--- src/rtl/hazard_pkg.sv ---
// -----------------------------------------------------------------------------
// hazard_pkg
// Shared constants for the ID-stage hazard scoreboard:
//   - RV32 opcodes that the stall logic classifies (branch, jalr, store, load)
//   - producer latency classes, counted in cycles after EX entry until the
//     result can be forwarded to EX
//   - the scoreboard count type at the default latency-field width
// -----------------------------------------------------------------------------
package hazard_pkg;

    localparam logic [6:0] OPC_BRANCH = 7'b1100011;
    localparam logic [6:0] OPC_JALR   = 7'b1100111;
    localparam logic [6:0] OPC_STORE  = 7'b0100011;
    localparam logic [6:0] OPC_LOAD   = 7'b0000011;

    localparam int LAT_ALU  = 0;
    localparam int LAT_LOAD = 1;
    localparam int LAT_MUL  = 3;

    // Default producer-latency field width. A count has two extra bits so that
    // the largest latency plus the branch-forwarding slack still fits.
    localparam int SB_LAT_W = 3;
    localparam int SB_CNT_W = SB_LAT_W + 2;

    typedef logic [SB_CNT_W-1:0] sb_cnt_t;

endpackage

--- src/rtl/hazard_sb_entry.sv ---
// -----------------------------------------------------------------------------
// hazard_sb_entry
// One scoreboard counter: the number of cycles until its register's value can
// be forwarded into ID.
// Ports:
//   clk, rst  - clock, asynchronous active-high reset (clears the count)
//   alloc_i   - an instruction writing this register issues this cycle
//   freeze_i  - EX is busy; producers do not advance, so the count holds
//   lat_i     - count to load on issue (producer latency + branch slack)
//   cnt_o     - current count
// -----------------------------------------------------------------------------
module hazard_sb_entry
    import hazard_pkg::*;
#(
    parameter int CNT_W = SB_CNT_W
) (
    input  logic             clk,
    input  logic             rst,
    input  logic             alloc_i,
    input  logic             freeze_i,
    input  logic [CNT_W-1:0] lat_i,
    output logic [CNT_W-1:0] cnt_o
);

    logic [CNT_W-1:0] cnt_q;
    logic [CNT_W-1:0] cnt_d;
    logic [CNT_W-1:0] cnt_dec;

    assign cnt_dec = (cnt_q == '0) ? '0 : cnt_q - 1'b1;

    // A new producer never shortens the wait of an older, slower one (WAW):
    // the loaded value is the larger of the decremented count and the new one.
    always_comb begin
        cnt_d = cnt_q;
        if (!freeze_i) begin
            cnt_d = cnt_dec;
            if (alloc_i && (lat_i > cnt_dec)) begin
                cnt_d = lat_i;
            end
        end
    end

    always_ff @(posedge clk or posedge rst) begin
        if (rst) begin
            cnt_q <= '0;
        end else begin
            cnt_q <= cnt_d;
        end
    end

    assign cnt_o = cnt_q;

endmodule

--- src/rtl/hazard_scoreboard.sv ---
// -----------------------------------------------------------------------------
// hazard_scoreboard
// ID-stage stall unit for the 5-stage RV32 pipeline built on a per-register
// countdown scoreboard. Looks up the counts of the ID sources, decides whether
// the ID instruction must wait, and allocates a count for its destination when
// it issues.
// Ports:
//   clk, rst                  - clock, asynchronous active-high reset
//   id_valid                  - IF/ID holds a live instruction
//   id_opcode                 - opcode of the ID instruction
//   id_rs1/id_rs2             - source registers, with id_rs1_used/id_rs2_used
//   id_rd, id_reg_write       - destination register and its write enable
//   id_lat                    - producer latency class of the ID instruction
//   ex_busy                   - multi-cycle EX unit holds the pipe
//   pc_write, if_id_write     - 1 lets the PC / IF/ID register advance
//   control_sel               - 0 zeroes the ID/EX controls (bubble)
//   stall_cycles              - stall performance counter
// Build option:
//   HAZ_PERF_CNT_EN - when defined, stall_cycles counts stalled cycles
//                     (wrapping); otherwise it is tied to zero.
// -----------------------------------------------------------------------------
module hazard_scoreboard
    import hazard_pkg::*;
#(
    parameter int NUM_REGS = 32,
    parameter int RA_W     = $clog2(NUM_REGS),
    parameter int LAT_W    = SB_LAT_W,
    parameter int BR_EXTRA = 1
) (
    input  logic            clk,
    input  logic            rst,
    input  logic            id_valid,
    input  logic [6:0]      id_opcode,
    input  logic [RA_W-1:0] id_rs1,
    input  logic [RA_W-1:0] id_rs2,
    input  logic            id_rs1_used,
    input  logic            id_rs2_used,
    input  logic [RA_W-1:0] id_rd,
    input  logic            id_reg_write,
    input  logic [LAT_W-1:0] id_lat,
    input  logic            ex_busy,
    output logic            pc_write,
    output logic            if_id_write,
    output logic            control_sel,
    output logic [31:0]     stall_cycles
);

    localparam int CNT_W = LAT_W + 2;

    // Normal consumers read forwarded values in EX, one slack window after an
    // early (ID) consumer; store data is needed only at MEM, one more later.
    localparam logic [CNT_W-1:0] THR_NORM  = CNT_W'(BR_EXTRA);
    localparam logic [CNT_W-1:0] THR_STORE = CNT_W'(BR_EXTRA + 1);

    logic [CNT_W-1:0] cnt [NUM_REGS];
    logic [CNT_W-1:0] rs1_cnt;
    logic [CNT_W-1:0] rs2_cnt;
    logic [CNT_W-1:0] lat_ext;
    logic             is_early;
    logic             is_store;
    logic             haz_rs1;
    logic             haz_rs2;
    logic             stall;
    logic             issue;
    logic             run;

    // x0 is never tracked; its count reads as permanently ready.
    assign cnt[0] = '0;

    assign lat_ext = CNT_W'(id_lat) + CNT_W'(BR_EXTRA);

    genvar r;
    generate
        for (r = 1; r < NUM_REGS; r++) begin : g_sb
            hazard_sb_entry #(
                .CNT_W (CNT_W)
            ) u_entry (
                .clk      (clk),
                .rst      (rst),
                .alloc_i  (issue && id_reg_write && (id_rd == RA_W'(r))),
                .freeze_i (ex_busy),
                .lat_i    (lat_ext),
                .cnt_o    (cnt[r])
            );
        end
    endgenerate

    assign is_early = (id_opcode == OPC_BRANCH) || (id_opcode == OPC_JALR);
    assign is_store = (id_opcode == OPC_STORE);

    assign rs1_cnt = cnt[id_rs1];
    assign rs2_cnt = cnt[id_rs2];

    always_comb begin
        haz_rs1 = 1'b0;
        if (id_rs1_used && (id_rs1 != '0)) begin
            haz_rs1 = is_early ? (rs1_cnt != '0) : (rs1_cnt > THR_NORM);
        end
    end

    always_comb begin
        haz_rs2 = 1'b0;
        if (id_rs2_used && (id_rs2 != '0)) begin
            if (is_early) begin
                haz_rs2 = (rs2_cnt != '0);
            end else if (is_store) begin
                haz_rs2 = (rs2_cnt > THR_STORE);
            end else begin
                haz_rs2 = (rs2_cnt > THR_NORM);
            end
        end
    end

    // ex_busy stalls a live instruction, so it also blocks allocation.
    assign stall = id_valid && (haz_rs1 || haz_rs2 || ex_busy);
    assign issue = id_valid && !stall;

    // Reset forces all enables low while it is held.
    assign run         = !rst && !stall;
    assign pc_write    = run;
    assign if_id_write = run;
    assign control_sel = run;

`ifdef HAZ_PERF_CNT_EN
    logic [31:0] stall_cycles_q;
    logic [31:0] stall_cycles_d;

    assign stall_cycles_d = stall ? stall_cycles_q + 32'd1 : stall_cycles_q;

    always_ff @(posedge clk or posedge rst) begin
        if (rst) begin
            stall_cycles_q <= '0;
        end else begin
            stall_cycles_q <= stall_cycles_d;
        end
    end

    assign stall_cycles = stall_cycles_q;
`else
    assign stall_cycles = '0;
`endif

endmodule

--- config.mk ---
export PLATFORM = sky130hd
export DESIGN_NAME = hazard_scoreboard
export DESIGN_NICKNAME = d
export VERILOG_FILES = /design/src/rtl/hazard_pkg.sv /design/src/rtl/hazard_sb_entry.sv /design/src/rtl/hazard_scoreboard.sv
export SDC_FILE = /design/constraint.sdc
export NUM_CORES = 1
export LEC_CHECK = 0
export CORE_ASPECT_RATIO = 0.8
export CORE_MARGIN = 4
export CORE_UTILIZATION = 30
export CTS_CLUSTER_DIAMETER = 50
export CTS_CLUSTER_SIZE = 28
export DETAILED_ROUTE_END_ITERATION = 6
export SLEW_MARGIN = 25
export SYNTH_ARGS = -nofsm -noshare
export SYNTH_HDL_FRONTEND = slang
export SYNTH_HIERARCHICAL = 1
export SYNTH_SLANG_ARGS = --single-unit
--- constraint.sdc ---
create_clock -name clk -period 5.1 [get_ports clk]
set_input_delay 1.02 -clock clk [delete_from_list [all_inputs] [get_ports clk]]
set_output_delay 1.02 -clock clk [all_outputs]
set_load 0.01 [all_outputs]
==> impl_metrics.yaml <==
floorplan:
  die_area_um2: 61200
  coreArea_um2: 56700
  die_w_um: 276
  rows: 78
  floorplan.initialDensity: 0.303
  io_pins: 67
  die_h_um: 222
yosys:
  ys_types: 57
  synthesis.area_um2: 17200
  synth_edf_count: 0
  synth_cells: 2085
  ys_warn_count: 6
  synth-main-ff-cell: "dfrtp_1"
  avgSynthCellArea_um2: 8.24
  yosysSeqAreaShare: 0.226
  async_flop_share: 1.00
  synth_seq_cells: 155
timing:
  fin_worst_skew_ns: 0.0131
  finalHoldViolations: 0
  max_slew_margin: 0.334
  setup-tns-final_ns: 0
  period_share: 0.964
  setup-violations-final: 0
  drv_slew: 0
  worst_pin_slew_ns: 0.999
  rsz0062_at_grt: "false"
  fmax_mhz: 203
  final.min_clock_period_ns: 4.92
  timing.hold.ws_ns: 0.549
  setup_ws_ns: 0.184
clock_network:
  cts_setup_buffers: 0
  htree_levels: 4
  root_buffer: "clkbuf_16"
  cts_tree: "done"
  cts_buffers: 17
  clock_path_buffers: 2
  clkLatencyLatePin_ns: 0.46
  clk_pin_slew_ns: 0.06
  cts_sinks: 155
finish:
  drive_gt1_frac: 0.0907
  area_growth_pct: 11.7
  largest_register_ffs: 155
  fin_nets: 2390
  fillers: 5824
pwr:
  ir_worst_vdd_mv: 0.192
  leakagePower_nw: 8.80
  power_density_nw_per_um2: 425
grt:
  grt_pass1_wl_mm: 83.6
  antenna_found_initial: 3
  grt_pass1_vias: 15500
  grt_remaining_overflow: 0
  grt.total_usage: 0.170
  grt_max_degree: 173
critical_path:
  critPathMaxFanout: 18
  required_ns: 4.08
  cp-start-kind: "input port"
  cp.arrival_ns: 3.90
  endpoint_kind: "output port"
  path_class: "in2out"
run_status:
  status: "completed"
job:
  maxCapViolCount: 0
min_path:
  hp-class: "reg2reg"
detailed_routing:
  final_antenna_net_count: 0
  firstDrtPassIters: 6
  drt_iter0_markers: 1600
  vias: 15900
  drc: 0
  wl_mm: 52.8
  vias_per_cell: 5.40
  routedWlPerCell_um: 17.9
placed_design:
  gp_congestion: 0.924
  hpwl_mm: 38.4
  preCtsSetupSlack_ns: 0.110
  port_buffers: 34
## path summary, 6_finish.rpt
| kind | slack (ns) | to | startpoint | cells after the start |
|---|---|---|---|---|
| min in group asynchronous | 0.95 | g_sb[26].u_entry/cnt_o[1] | rst | 3 |
| max | 0.18 | pc_write | id_rs1[1] | 10 |
| max reg2reg | 1.28 | g_sb[16].u_entry/cnt_o[3] | g_sb[27].u_entry/cnt_o[4] | 11 |
| min reg2reg | 0.55 | g_sb[6].u_entry/cnt_o[2] | g_sb[6].u_entry/cnt_o[2] | 2 |
| min | 0.55 | g_sb[6].u_entry/cnt_o[2] | g_sb[6].u_entry/cnt_o[2] | 2 |
| max in group asynchronous | 3.87 | g_sb[10].u_entry/cnt_o[4] | rst | 3 |
## power by group
| part | leakage, nW | internal [W] | switching (W) |
|---|---|---|---|
| sequential | 1.61 | 0.00168 | 0.000815 |
| clock | 0.254 | 0.000651 | 0.000592 |
| combinational | 6.93 | 0.00194 | 0.00248 |
| total | 8.80 | 0.00427 | 0.00388 |
## synthesized netlist by cell type, types with 31 or more instances
cell type,n,share of area
nor2_1,227,0.050
inv_1,225,0.049
ha_1,187,0.14
nor3_1,160,0.047
dfrtp_1,155,0.23
mux2i_1,131,0.076
o21ai_0,103,0.030
nand2_1,101,0.022
nand3_1,96,0.028
nor2b_1,65,0.024
or3b_1,62,0.032
a21oi_1,59,0.017
nor4_1,37,0.013
or3_1,36,0.013
buf_4,35,0.015
nand2b_1,34,0.012
and2_1,32,0.012
buf_1,32,0.0070
o221ai_2,32,0.028
a21boi_1,31,0.014
nand4_2,31,0.023
o21bai_2,31,0.020
o311ai_0,31,0.016
or2b_1,31,0.014
## layout make-up
class	instances	area (µm²)	share of cell area
Timing Repair Buffer	62	631	0.0329
Clock buffer	20	457	0.0238
Tap cell	760	951	0.0496
Multi-Input combinational cell	1709	12300	0.642
Antenna cell	1	2.50	0.000130
Sequential cell	155	3880	0.202
Clock inverter	12	95.1	0.00496
Inverter	226	848	0.0442
## routing by layer
layer	track usage	wire length (µm)
met1	0.245	24800
met2	0.259	23400
met3	0.0289	3590
met4	0.0487	1020
met5	0	7
## metrics by stage
stage,utilization,power [W],instance area (µm²),cells
floorplan,-,0.00562,17500,2178
global placement,0.328,0.00657,18600,2912
detailed placement,0.328,0.00685,18600,2912
CTS,0.338,0.00813,19200,2944
global route,0.338,0.00891,19200,2944
finish,0.338,0.00815,19200,2945
## cell families (layout without fill, tap and decap cells)
group,Yosys count,in the layout,synth area share
xor+xnor,1,1,0.000510
buf+inv,314,320,0.0796
fa+ha+maj,187,187,0.136
mux,163,163,0.114
simple gates,932,932,0.297
compound gates,332,332,0.147
flops,155,155,0.226
other cells,1,95,0.000218
## critical path, cell delays in order
cell	delay [ns]
clkdlybuf4s50_1	0.51
buf_12	0.17
mux4_2	0.50
nor2b_1	0.14
a211oi_1	0.23
o41ai_1	0.12
a21oi_1	0.25
o221ai_4	0.17
a21oi_2	0.21
clkdlybuf4s50_1	0.57
## cells in the final DEF (no fill, tap or decap), types with 13 or more instances in the layout
cell             netlist  routed
nor2_1               227     227
inv_1                225     224
ha_1                 187     186
nor3_1               160     160
dfrtp_1              155     155
mux2i_1              131     131
o21ai_0              103     103
nand2_1              101     101
nand3_1               96      96
conb_1                 1      94
nor2b_1               65      65
or3b_1                62      62
a21oi_1               59      58
nor4_1                37      37
or3_1                 36      36
nand2b_1              34      34
and2_1                32      32
nand4_2               31      31
o21bai_2              31      31
a21boi_1              31      31
o221ai_2              32      31
or2b_1                31      31
o311ai_0              31      31
clkdlybuf4s50_1        0      29
mux4_2                25      25
buf_4                 35      21
clkbuf_16              0      17
a211oi_1              13      13
## timing repair
item / 4_1_cts / 5_1_grt
endpoints found under the setup margin: 0 / 3
hold buffers: 0 / 0
hold endpoints to repair: 0 / 0
resized for setup: 0 / 2
Note: power is estimated with default switching activity, not from simulation.
